==> config.mk <==
export PLATFORM = sky130hd
export DESIGN_NAME = fifo_ctrl_6x8
export DESIGN_NICKNAME = d
export VERILOG_FILES = /design/src/rtl/fifo_ctrl_6x8.sv
export SDC_FILE = /design/constraint.sdc
export NUM_CORES = 1
export LEC_CHECK = 0
export CAP_MARGIN = 40
export CELL_PAD_IN_SITES_DETAIL_PLACEMENT = 0
export CELL_PAD_IN_SITES_GLOBAL_PLACEMENT = 1
export CORE_MARGIN = 4
export CORE_UTILIZATION = 30
export DETAILED_ROUTE_END_ITERATION = 10
export PLACE_DENSITY = 0.85
export SLEW_MARGIN = 20
export SYNTH_ARGS = -nofsm -noshare
export SYNTH_HDL_FRONTEND = slang
export SYNTH_SLANG_ARGS = --single-unit
==> constraint.sdc <==
create_clock -name clk -period 4.5 [get_ports clk]
set_clock_uncertainty 0.1 [all_clocks]
set_input_delay 0.9 -clock clk [delete_from_list [all_inputs] [get_ports clk]]
set_output_delay 0.9 -clock clk [all_outputs]
set_load 0.05 [all_outputs]
==> src/rtl/fifo_ctrl_6x8.sv <==
// Pointer, occupancy and flag controller that turns the 64x8 memory into a FIFO.
// Memory strobes are combinational accepts; pointers, occupancy, data_valid and error are registered.
module fifo_ctrl_6x8 #(
  parameter int MAIN_SIZE = 6,
  parameter int DATA_SIZE = 8
) (
  input  logic                 clk,
  input  logic                 reset,
  input  logic                 push,
  input  logic                 pop,
  input  logic [DATA_SIZE-1:0] data_push,
  input  logic [MAIN_SIZE:0]   umbral_alto,
  input  logic [MAIN_SIZE:0]   umbral_bajo,
  output logic                 write,
  output logic                 read,
  output logic [MAIN_SIZE-1:0] wr_ptr,
  output logic [MAIN_SIZE-1:0] rd_ptr,
  output logic [DATA_SIZE-1:0] data_in,
  output logic                 data_valid,
  output logic [MAIN_SIZE:0]   occupancy,
  output logic                 fifo_full,
  output logic                 fifo_empty,
  output logic                 almost_full,
  output logic                 almost_empty,
  output logic                 fifo_error
);

  localparam int               DEPTH   = 2**MAIN_SIZE;
  localparam logic [MAIN_SIZE:0] DEPTH_V = (MAIN_SIZE+1)'(DEPTH);

  logic push_ok;
  logic pop_ok;
  logic reject;

  always_comb begin
    push_ok = push & ~fifo_full;
    pop_ok  = pop & ~fifo_empty;
    reject  = (push & fifo_full) | (pop & fifo_empty);
  end

  // Strobes are gated by reset so a request during reset never reaches the memory.
  assign write   = reset & push_ok;
  assign read    = reset & pop_ok;
  assign data_in = data_push;

  assign fifo_full    = (occupancy == DEPTH_V);
  assign fifo_empty   = (occupancy == '0);
  assign almost_full  = (occupancy >= umbral_alto);
  assign almost_empty = (occupancy <= umbral_bajo);

  always_ff @(posedge clk) begin
    if (!reset) begin
      wr_ptr     <= '0;
      rd_ptr     <= '0;
      occupancy  <= '0;
      data_valid <= 1'b0;
      fifo_error <= 1'b0;
    end else begin
      if (push_ok) wr_ptr <= wr_ptr + MAIN_SIZE'(1);
      if (pop_ok)  rd_ptr <= rd_ptr + MAIN_SIZE'(1);
      case ({push_ok, pop_ok})
        2'b10:   occupancy <= occupancy + (MAIN_SIZE+1)'(1);
        2'b01:   occupancy <= occupancy - (MAIN_SIZE+1)'(1);
        default: occupancy <= occupancy;
      endcase
      data_valid <= pop_ok;
      if (reject) fifo_error <= 1'b1;
    end
  end

endmodule
==> results by group <==
Logic synthesis
  – Seq/Total Area, Yosys: 0.247
  – Post-Syn Area: roughly 0.0017 mm²
  – Top FF cell, synth: dfxtp_1
  – Syn nets: 247
  – Ys async rst share: 0
  – Syn Inst Count: 202
  – Netlist cell types: 42
  – Post-synth EDFFs: 0
  – Yosys reg bits: 21
  – Syn_area_per_cell: 8.42 µm²
  – Ys Warns: 0

Min path
  – WHS Path Cells: 1
  – Hold endpoint: fifo_error$_SDFFE_PN0P_
  – Hold Crit Start: fifo_error$_SDFFE_PN0P_
  – Worst hold path type: reg2reg

Timing
  – Hold Fails Final Rpt: 0
  – Fin. max-slew vios: 0
  – Period utilisation layout: 0.912
  – Final critical-path required period: 4.10 ns
  – Setup TNS: 0 ns
  – Max_slew headroom: 0.655
  – RSZ-0062 raised after global routing: false
  – Setup violations, final: 0
  – Max Fclk: 244 MHz
  – Least-Margin Pin Slew: approximately 0.5 ns

Pwr
  – Peak supply drop: 0.323 mV
  – Pleak: 0.000922 µW
  – Power Density: 633 mW/mm²

Die
  – Die area: roughly 0.0069 mm²
  – Initial Util: 0.309
  – Die X-Extent: 83.3 µm
  – Die height: 83.3 µm
  – I/O pins: 61
  – Num rows: 27
  – Core area: 0.00551 mm²

Clocking
  – CTS tree: yes
  – Worst skew pair latency: 0.26 ns
  – Post-CTS sizing: 0
  – Cts hold-fix bufs: 0
  – Clock Sinks: 21
  – Longest Clk Path Bufs: 2
  – Postcts setup bufs: 0
  – Num CTS Buffers: 3
  – CTS clk-pin slew, worst paths: 0.08 ns
  – Htree depth: 1
  – CTS Root Cell: clkbuf_8

GRT
  – Global Route Usage Sum: 0.112
  – Initial antenna violation count: 0
  – Total grt overflow: 0
  – First-pass GRT wire length: 6640 µm
  – Largest net degree at the start of global routing: 25
  – Vias in the first global route: 1,458

Layout
  – ANT cells: 0
  – Commonest non-fill, non-tap cells in the layout: 44 x clkdlybuf4s50_1, 21 x dfxtp_1, 19 x ha_1, 18 x inv_1, 13 x nand2_1
  – Layout cell share with drive strength beyond 1: 0.0730
  – Layout Nets: about 280
  – Filler cells: approximately 560
  – Commonest non-fill, non-tap cell in the layout: clkdlybuf4s50_1
  – Final instance area: 0.00218 mm²
  – Layout area overhead: 28.1%

Route
  – Met2 WL: 1570 µm
  – Vias post-DR: 1,437
  – Detail Route met3 WL: a little under 300 µm
  – DR top layer: met4
  – Routed WL per cell: approximately 12 µm
  – DRT Pass-1 Iters: 4
  – DRT iter0 DRCs: 76
  – # DRC: 0
  – Post-DRT Antenna Nets: 0
  – Routed vias/inst: about 4.7
  – Metal-1 WL: about 1800 µm
  – DRT Wirelength: 3760 µm

Placed design
  – Post-placement cell area: 0.00213 mm²
  – I/O Buffers: 44
  – Dpl hpwl: 2790 µm
  – RePlAce Congestion: 0.758

Setup path
  – Crit-path slowest cell: clkdlybuf4s50_1
  – CP required: 3.50 ns
  – Largest delay share family, worst path: buffers and inverters
  – Crit-path max FO: 1
  – Reg2reg path depth: 11
  – CP endpoint kind: primary output
  – Buf/Inv on CP: 2
  – Slowest stage delay, CP: approximately 0.69 ns
  – Worst reg2reg endpoint: occupancy[6]$_SDFFE_PN0P_
  – Startpoint class of the critical path: primary input
  – R2r startpoint: occupancy[1]$_SDFFE_PN0P_
  – Crit path kind: in2out
  – CP Data Arrival Time: approximately 3.1 ns
  – Cell mode on critical path: clkdlybuf4s50_1
  – Worst-path cell chain: clkdlybuf4s50_1 -> ha_1 -> nand2b_1 -> a21o_1 -> a21oi_1 -> o21ai_0 -> a31o_2 -> clkdlybuf4s50_1
  – R2R setup slack: between 1 and 1.5 ns

Run
  – Max-cap check violation count: 0

Status
  – Status: completed
[how the worst max path moves through the flow]
stage | from | to | slack (ns) | depth (start not counted)
floorplan | occupancy[2]$_SDFFE_PN0P_ | occupancy[6]$_SDFFE_PN0P_ | 1.11 | 14
global placement | umbral_alto[0] | almost_full | 0.37 | 8
detailed placement | umbral_alto[0] | almost_full | 0.36 | 8
CTS | umbral_alto[0] | almost_full | 0.35 | 8
global route | umbral_alto[0] | almost_full | 0.28 | 8
finish | umbral_alto[0] | almost_full | 0.40 | 8
[per-layer routing]
metal  vias up  global-route usage
li1        744                   -
met1       647               0.143
met2        41               0.177
met3         5              0.0377
met4         0              0.0357
met5         -                   0
[kinds of logic after synthesis]
group,share of synthesized area
buffers and inverters,0.108
muxes,0.0412
DFF,0.247
xor gates and xnor gates,0.0670
AOI/OAI and AO/OA,0.159
and+or+nand+nor,0.238
adders and majority gates,0.140
[area by class of cell]
type	count	area (µm²)	share of cell area
timing repair buffer	46	455	0.209
sequential	21	420	0.193
clock buffer	3	41.3	0.0190
clock inverter	1	7.51	0.00345
multi-input combinational	144	1100	0.503
inverter	18	67.6	0.0310
tap	72	90.1	0.0414
[power breakdown]
group	switching, µW	total (µW)	internal [µW]
logic	559	917	357
clock network	65.3	128	62.6
registers	103	335	232
total	728	1380	652
[through the flow]
step           std cells  power, µW  hold slack (ns)  setup slack [ns]  utilization
3_5_place_dp         301       1270            0.362             0.364        0.387
3_3_place_gp         301       1250            0.351             0.370        0.387
5_1_grt              305       1500            0.415             0.280        0.396
2_1_floorplan        202       1040            0.645              1.11            -
6_report             305       1380            0.371             0.398        0.396
4_1_cts              305       1400            0.377             0.351        0.396
[cells in the mapped netlist (all sizes together), types with 6 or more instances]
library cell  count  area, µm²
nor2b             7       43.8
dfxtp            21        420
nand4             6       37.5
nand3             8       40.0
mux2i             7       70.1
buf              14       96.3
and2             13       83.8
a21oi             9       52.6
ha               19        238
o21ai             8       40.0
inv              18       67.6
xnor2             8       70.1
nand2            13       48.8
[flip-flops by register name, summed over array words and instances, names as in the netlist]
name / count
data_valid: 1
fifo_error: 1
occupancy: 7
rd_ptr: 6
wr_ptr: 6
No activity file was read; power rests on OpenSTA's default activity.
